File: src/rtl/alu_divider_pkg.sv
// Shared types and default widths for the iterative restoring divider.
package alu_div_pkg;

    // Controller states: waiting, stepping through dividend bits, result held.
    typedef enum logic [1:0] {
        IDLE = 2'd0,
        RUN  = 2'd1,
        DONE = 2'd2
    } state_t;

    localparam int DIVIDEND_W_DEF = 8;
    localparam int DIVISOR_W_DEF  = 4;
    localparam int CNT_W_DEF      = $clog2(DIVIDEND_W_DEF);

endpackage

File: src/rtl/alu_divider_div_step.sv
// One combinational restoring-division step: shift in a dividend bit,
// subtract the divisor if it fits, report the quotient bit.
module div_step #(
    parameter int DIVISOR_W = 4
) (
    input  logic [DIVISOR_W-1:0] rem_i,
    input  logic                 bit_i,
    input  logic [DIVISOR_W-1:0] divisor_i,
    output logic [DIVISOR_W-1:0] rem_o,
    output logic                 q_o
);

    // The stored remainder is always below the divisor, so it fits in
    // DIVISOR_W bits; only the shifted value needs the extra bit.
    logic [DIVISOR_W:0] shifted;

    // Compare and conditionally subtract at DIVISOR_W+1 bits, unsigned.
    // The true difference is below the divisor, so its low bits are exact.
    always_comb begin
        shifted = {rem_i, bit_i};
        q_o     = (shifted >= {1'b0, divisor_i});
        rem_o   = q_o ? (shifted[DIVISOR_W-1:0] - divisor_i) : shifted[DIVISOR_W-1:0];
    end

endmodule

File: src/rtl/alu_divider.sv
// Iterative restoring divider with Start/Busy/Done handshake.
// Handshake: Start is sampled on each rising Clock edge and accepted only in
// IDLE or DONE; operands are captured on that edge. Busy is high in RUN, Done
// is high in DONE while Quotient/Remainder/DivByZero are valid and held until
// the next accepted Start. Start during RUN is ignored.
module alu_divider
    import alu_div_pkg::*;
#(
    parameter int DIVIDEND_W = DIVIDEND_W_DEF,
    parameter int DIVISOR_W  = DIVISOR_W_DEF
) (
    input  logic                  Clock,
    input  logic                  Reset_b,
    input  logic                  Start,
    input  logic [DIVIDEND_W-1:0] Dividend,
    input  logic [DIVISOR_W-1:0]  Divisor,
    output logic                  Busy,
    output logic                  Done,
    output logic [DIVIDEND_W-1:0] Quotient,
    output logic [DIVISOR_W-1:0]  Remainder,
    output logic                  DivByZero,
    output state_t                State
);

    localparam int CNT_W = (DIVIDEND_W > 1) ? $clog2(DIVIDEND_W) : 1;

    state_t                state_q, state_d;
    logic [CNT_W-1:0]      cnt_q;
    logic [DIVIDEND_W-1:0] dvd_q;
    logic [DIVISOR_W-1:0]  dvs_q;
    logic [DIVISOR_W-1:0]  rem_q;
    logic [DIVIDEND_W-1:0] acc_q;
    logic [DIVIDEND_W-1:0] quo_q;
    logic [DIVISOR_W-1:0]  rmd_q;
    logic                  dbz_q;

    logic                  accept;
    logic [DIVISOR_W-1:0]  step_rem;
    logic                  step_q;

    assign accept = Start && (state_q != RUN);

    div_step #(.DIVISOR_W(DIVISOR_W)) u_step (
        .rem_i     (rem_q),
        .bit_i     (dvd_q[cnt_q]),
        .divisor_i (dvs_q),
        .rem_o     (step_rem),
        .q_o       (step_q)
    );

    // State register; reset drops straight to IDLE without a clock edge.
    always_ff @(posedge Clock or posedge Reset_b) begin
        if (Reset_b) state_q <= IDLE;
        else         state_q <= state_d;
    end

    // Next state: zero divisor skips RUN and lands in DONE on the accepting edge.
    always_comb begin
        state_d = state_q;
        case (state_q)
            IDLE, DONE: if (accept) state_d = (Divisor == '0) ? DONE : RUN;
            RUN:        if (cnt_q == '0) state_d = DONE;
            default:    state_d = IDLE;
        endcase
    end

    // Handshake outputs decoded from state; Busy and Done are exclusive.
    always_comb begin
        Busy  = (state_q == RUN);
        Done  = (state_q == DONE);
        State = state_q;
    end

    // Datapath: operand capture, one quotient bit per RUN edge (MSB first),
    // results loaded only on the final step so old results stay visible.
    always_ff @(posedge Clock or posedge Reset_b) begin
        if (Reset_b) begin
            cnt_q <= '0;
            dvd_q <= '0;
            dvs_q <= '0;
            rem_q <= '0;
            acc_q <= '0;
            quo_q <= '0;
            rmd_q <= '0;
            dbz_q <= 1'b0;
        end else if (accept) begin
            if (Divisor == '0) begin
                quo_q <= '1;
                rmd_q <= Dividend[DIVISOR_W-1:0];
                dbz_q <= 1'b1;
            end else begin
                dvd_q <= Dividend;
                dvs_q <= Divisor;
                rem_q <= '0;
                acc_q <= '0;
                cnt_q <= CNT_W'(DIVIDEND_W - 1);
                dbz_q <= 1'b0;
            end
        end else if (state_q == RUN) begin
            rem_q <= step_rem;
            acc_q <= {acc_q[DIVIDEND_W-2:0], step_q};
            if (cnt_q == '0) begin
                quo_q <= {acc_q[DIVIDEND_W-2:0], step_q};
                rmd_q <= step_rem;
            end else begin
                cnt_q <= cnt_q - 1'b1;
            end
        end
    end

    assign Quotient  = quo_q;
    assign Remainder = rmd_q;
    assign DivByZero = dbz_q;

endmodule

File: config.mk
export PLATFORM = sky130hd
export DESIGN_NAME = alu_divider
export DESIGN_NICKNAME = d
export VERILOG_FILES = /design/src/rtl/alu_divider_pkg.sv /design/src/rtl/alu_divider_div_step.sv /design/src/rtl/alu_divider.sv
export SDC_FILE = /design/constraint.sdc
export NUM_CORES = 1
export LEC_CHECK = 0
export BUFFER_PORTS_ARGS = -buffer_cell sky130_fd_sc_hd__buf_2
export CAP_MARGIN = 10
export CELL_PAD_IN_SITES_DETAIL_PLACEMENT = 1
export CELL_PAD_IN_SITES_GLOBAL_PLACEMENT = 1
export CORE_MARGIN = 2
export CORE_UTILIZATION = 30
export CTS_CLUSTER_SIZE = 12
export DETAILED_ROUTE_END_ITERATION = 8
export PLACE_DENSITY_LB_ADDON = 0.05
export SYNTH_ARGS = -nofsm -noshare
export SYNTH_HDL_FRONTEND = slang
export SYNTH_HIERARCHICAL = 1
export SYNTH_SLANG_ARGS = --single-unit
File: constraint.sdc
create_clock -name Clock -period 5.1 [get_ports Clock]
set_input_delay 1.02 -clock Clock [delete_from_list [all_inputs] [get_ports Clock]]
set_output_delay 1.02 -clock Clock [all_outputs]
set_load 0.05 [all_outputs]
### Word-level counts from Yosys, hierarchy flattened

Cells that the tools add are included.

| operators by class | value |
|---|---|
| add/subtract/negate cells | 2 |
| multipliers | 0 |
| div/mod/pow operators | 0 |
| order comparisons | 2 |
| equality and inequality tests | 8 |
| shift operators | 0 |
| multiplexer cells | 26 |
| bitwise operators | 1 |
| reductions and logical operators | 12 |

Operators with widths:

| cell | count |
|---|---|
| 4-bit 2-to-1 mux | 8 |
| 8-bit 2-to-1 mux | 4 |
| 7-bit 2-to-1 mux | 3 |
| 3-bit 2-to-1 mux | 4 |
| 2-bit 2-to-1 mux | 3 |
| 2-bit by 1-bit inequality test with 1-bit output (second input constant) | 3 |
| 2-bit inequality test (second input constant) | 3 |
| 2-bit AND reduction | 3 |
| 3-bit AND reduction | 2 |
| 5-bit by 4-bit >= comparator with 1-bit output | 1 |
| 4-bit zero test | 1 |
| 3-bit by 4-bit < comparator with 1-bit output (second input constant) | 1 |
| 2-bit case mux with 2 select lines | 1 |
| 2-bit nonzero test | 2 |
| 4-bit subtractor | 1 |
| 1-bit binary-select mux with 3-bit select | 1 |
| 3-bit zero test | 1 |
| 3-bit by 1-bit subtractor with 3-bit output (second input constant) | 1 |
| 2-bit by 1-bit equality test with 1-bit output (second input constant) | 1 |
| 2-bit equality test (second input constant) | 1 |
| 2-bit zero test | 1 |
| 1-bit 2-to-1 mux | 2 |
| 2-bit OR reduction | 1 |
| 1-bit logical AND | 1 |
| 1-bit NOT | 1 |

| word-level totals | value |
|---|---|
| bits in registers | 41 |
| bits in latches | 0 |
| RAM bits | 0 |
| memory bits (read-only) | 0 |
| output and inout bits | 17 |
| memories kept | 0 |

### Logic depth before layout (Yosys ltp)

| logic depth | value |
|---|---|
| depth after elaboration | 7 |
| gate-level depth with buffers | 11 |

### Hierarchy

The synthesis kept the hierarchy.

Modules (own cells, without submodules):

| module | instances | cells each | area each (µm²) | sequential area each (µm²) |
|---|---|---|---|---|
| alu_divider | 1 | 125 | 1724.2 | 1026.0 |
| div_step | 1 | 28 | 224.0 | 0.0 |

### Worst setup path before layout

OpenSTA, ideal clock, no wires.

| path | value |
|---|---|
| kind | register -> output |
| start point | register state_q[1], in the netlist State[1] |
| end point | output port Busy |
| data arrival time | 1748 ps |
| required time | 4080 ps |
| slack | 2332 ps |
| cell stages (with the launch flop) | 5 |
| path buffers | 2 |
| path through | dfrtp_1 -> nand2b_1 -> clkbuf_2 -> clkinv_1 -> clkbuf_1 |

| between the ends | value |
|---|---|
| cells in the longest elaborated chain, start to end | 1 |

RTL lines:

| element | line | text |
|---|---|---|
| from (decl) | alu_divider.sv:27 | `state_t state_q, state_d;` |
| from (signal assigned) | alu_divider.sv:54 | `else state_q <= state_d;` |
| 2-bit by 1-bit equality test with 1-bit output | alu_divider.sv:69 | `Busy = (state_q == RUN);` |
| to (decl) | alu_divider.sv:17 | `output logic Busy,` |

No other way between the ends.

### Final worst setup path

Ends and elaborated chain as after synthesis.

==> impl_metrics.tcl <==
set metrics [dict create \
    reg2reg_depth 11 \
    worstPathArrival_ns 1.97 \
    crit_path_start_kind "flop" \
    cts_tree "done" \
    max_stage_delay_ns 0.55 \
    period_share 0.5864 \
    clk_path_buf_depth 2 \
    die_h_um 84.59 \
    netlist_area_um2 1948 \
    ctsResizeCount 0 \
    die-area_um2 7155 \
    cp.required_ns 4.08 \
    cts_hold_buffers 0 \
    status "finished clean" \
    cp_top_family "buffers and inverters" \
    fillers 712 \
    vias 1341 \
    drc 0 \
    pin_count 32 \
    drtIter0Drc 50 \
    die_w_um 84.59 \
    track_usage 0.1378 \
    post-route-min-period_ns 2.991 \
    synth_mux_area_frac 0.1092 \
    cts_root_buf "clkbuf_8" \
    synth_cells 153 \
    antenna_found_initial 0 \
    synth-simple-area-share 0.09891 \
    drive_gt1_frac 0.3925 \
    synth_fp_nets 175 \
    grt_overflow 0 \
    hold_class "flop to flop" \
    reg2reg_from "cnt_q[0]" \
    firstDrtPassIters 3 \
    hold_end "Quotient[3]" \
    ys_ff_latch 41 \
    path_cells "nand2b_1, clkinv_1, buf_2" \
    rsz0062_at_grt "no" \
    synth-compound-area-share 0.1657 \
    r2r_setup_slack_ns 2.41 \
    clock_skew_ns 0.01212 \
    grt_pass1_wl_um 7762 \
    cts_sinks 41 \
    row_count 29 \
    syn_to_final_growth_pct 17.15 \
    synth.distinct_cells 43 \
    whs_path_depth 1 \
    post-cts-setup-buffers 0 \
    slew_headroom 0.4103 \
    finalSetupViolations 0 \
    clkLatencyLatePin_ns 0.29 \
    wl_per_cell_um 17.07 \
    place_congestion 0.7048 \
    timing.fmax_mhz 334.4 \
    synth-xor-area-share 0.004496 \
    critPathMaxFanout 19 \
    syn_area_per_cell_um2 12.73 \
    grt_max_degree 42 \
    path_buf_inv 2 \
    critPathKind "flop to primary output" \
    synth_top_family_by_area "compound AO/OA/AOI/OAI gates" \
    min_from "Quotient[3]" \
    synth-adder-area-share 0.04881 \
    via_per_inst 5.099 \
    synth.yosys.warnings 6 \
    diodes 0 \
    cp_slowest_cell "clkinv_1" \
    dp.final_hpwl_um 3304 \
    cts_made_buffers 5 \
    yosysSeqAreaShare 0.5267 \
    slew_viol_final 0 \
    maxCapViolCount 0 \
    grt_pass1_vias 1469 \
    drtAntennaViolNets 0 \
    end_kind "primary output" \
    nNetsFinal 207 \
    finalWirelength_um 4490 \
    clk_pin_slew_ns 0.08 \
    worstReg2RegEnd "Remainder[2]" \
    hold_viol 0 \
    tightest_slew_ns 0.8845 \
    fp.coreArea_um2 6314 \
    ctsHtreeMaxLevel 2 \
    setup_tns_ns 0 \
    start_util 0.3086 \
    io_buffer_count 31 \
]
[through the flow]
stage / worst slack (ns) / hold WS (ns) / cells / cell area [um2] / utilization
2_1_floorplan: 2.332 / 0.4658 / 153 / 1948 / -
3_3_place_gp: 2.375 / 0.4715 / 255 / 2162 / 0.3424
3_5_place_dp: 2.345 / 0.4734 / 255 / 2162 / 0.3424
4_1_cts: 2.102 / 0.4934 / 263 / 2282 / 0.3615
5_1_grt: 2.000 / 0.5080 / 263 / 2282 / 0.3615
6_report: 2.109 / 0.4899 / 263 / 2282 / 0.3615
[layer usage]
metal  GRT usage  part of all wire  up-vias
met2      0.2183              0.45       25
met5           0                 0        -
met4     0.03896             0.014        0
li1            -                 -      620
met3     0.03048             0.038        7
met1      0.1908              0.50      689
[logic make-up after synthesis]
group,count (synthesis)
muxes,17
xor gates and xnor gates,1
adders and majority gates,7
buffers and inverters,19
DFF,41
AOI/OAI and AO/OA,36
and+or+nand+nor,32
[cells in the mapped netlist]
master,number,area share
a22o_1,11,0.049
clkbuf_1,2,0.0039
clkinv_1,1,0.0019
nand4bb_1,1,0.0058
mux2i_1,4,0.021
o21ai_2,1,0.0045
buf_6,2,0.012
dfrtp_1,41,0.53
nor4_1,1,0.0032
nand2_1,6,0.012
nor2_1,3,0.0058
o31ai_4,1,0.011
o21ai_0,3,0.0077
buf_2,2,0.0051
ha_1,6,0.039
nor2_4,1,0.0058
inv_1,11,0.021
o31ai_1,1,0.0039
a21oi_4,1,0.0084
fa_1,1,0.010
nand3_2,1,0.0051
nand3_1,2,0.0051
o22a_1,3,0.013
mux4_2,2,0.023
nand2_2,1,0.0032
nor2_2,1,0.0032
nand2b_1,3,0.0096
nor3_1,2,0.0051
a31oi_1,1,0.0032
or4_1,1,0.0039
mux2_2,10,0.058
o22a_2,4,0.021
and3_1,2,0.0064
nand4_1,1,0.0032
a32o_1,2,0.010
xnor2_1,1,0.0045
o221a_2,4,0.023
a21oi_1,4,0.010
mux2_4,1,0.0077
or4_4,1,0.0058
clkbuf_2,1,0.0026
nor2b_1,1,0.0032
or2_2,4,0.013
[worst max path at each step]
stage | start | end | slack [ns] | cells past startpoint
6_report | State[1] | Busy | 2.11 | 3
5_1_grt | State[0] | Busy | 2.00 | 3
4_1_cts | State[1] | Busy | 2.10 | 3
3_5_place_dp | Divisor[0] | acc_q[1] | 2.34 | 4
3_3_place_gp | cnt_q[0] | Remainder[2] | 2.38 | 11
2_1_floorplan | State[1] | Busy | 2.33 | 4
[worst reg2reg max path: cells and delay by family (launching register included)]
kind	cells	cell delay, ns
AOI/OAI and AO/OA	1	0.13
adders and majority gates	1	0.26
buffers and inverters	1	0.08
muxes	2	0.85
and+or+nand+nor	6	0.83
DFF	1	0.44
[layout by cell type, fill, tap and decap left out, types with 2 or more instances in the layout]
| cell | synthesis | final |
|---|---|---|
| a21oi_1 | 4 | 4 |
| a22o_1 | 11 | 11 |
| a32o_1 | 2 | 2 |
| and3_1 | 2 | 2 |
| buf_2 | 2 | 31 |
| clkbuf_8 | 0 | 6 |
| dfrtp_1 | 41 | 41 |
| ha_1 | 6 | 6 |
| inv_1 | 11 | 11 |
| mux2_2 | 10 | 10 |
| mux2i_1 | 4 | 4 |
| mux4_2 | 2 | 2 |
| nand2_1 | 6 | 6 |
| nand2b_1 | 3 | 3 |
| nand3_1 | 2 | 2 |
| nor2_1 | 3 | 3 |
| nor3_1 | 2 | 2 |
| o21ai_0 | 3 | 3 |
| o221a_2 | 4 | 4 |
| o22a_1 | 3 | 3 |
| o22a_2 | 4 | 4 |
| or2_2 | 4 | 4 |
[final cells by class]
cell class | count | area (um2) | share of cell area
Multi-Input combinational cell | 93 | 832.0 | 0.3646
Sequential cell | 41 | 1026 | 0.4496
Inverter | 12 | 45.04 | 0.01974
Clock inverter | 2 | 37.54 | 0.01645
Tap cell | 77 | 96.34 | 0.04221
Clock buffer | 6 | 82.58 | 0.03618
Timing Repair Buffer | 32 | 162.7 | 0.07127
[sequential cells by signal (all words and copies together) (netlist names)]
register / flops
Quotient: 8
dvd_q: 8
acc_q: 7
Remainder: 4
dvs_q: 4
rem_q: 4
cnt_q: 3
State: 2
DivByZero: 1
Power is left out: the tool's default activity adds up to more than one toggle a clock period on the data nets, which glitch-free logic cannot reach.
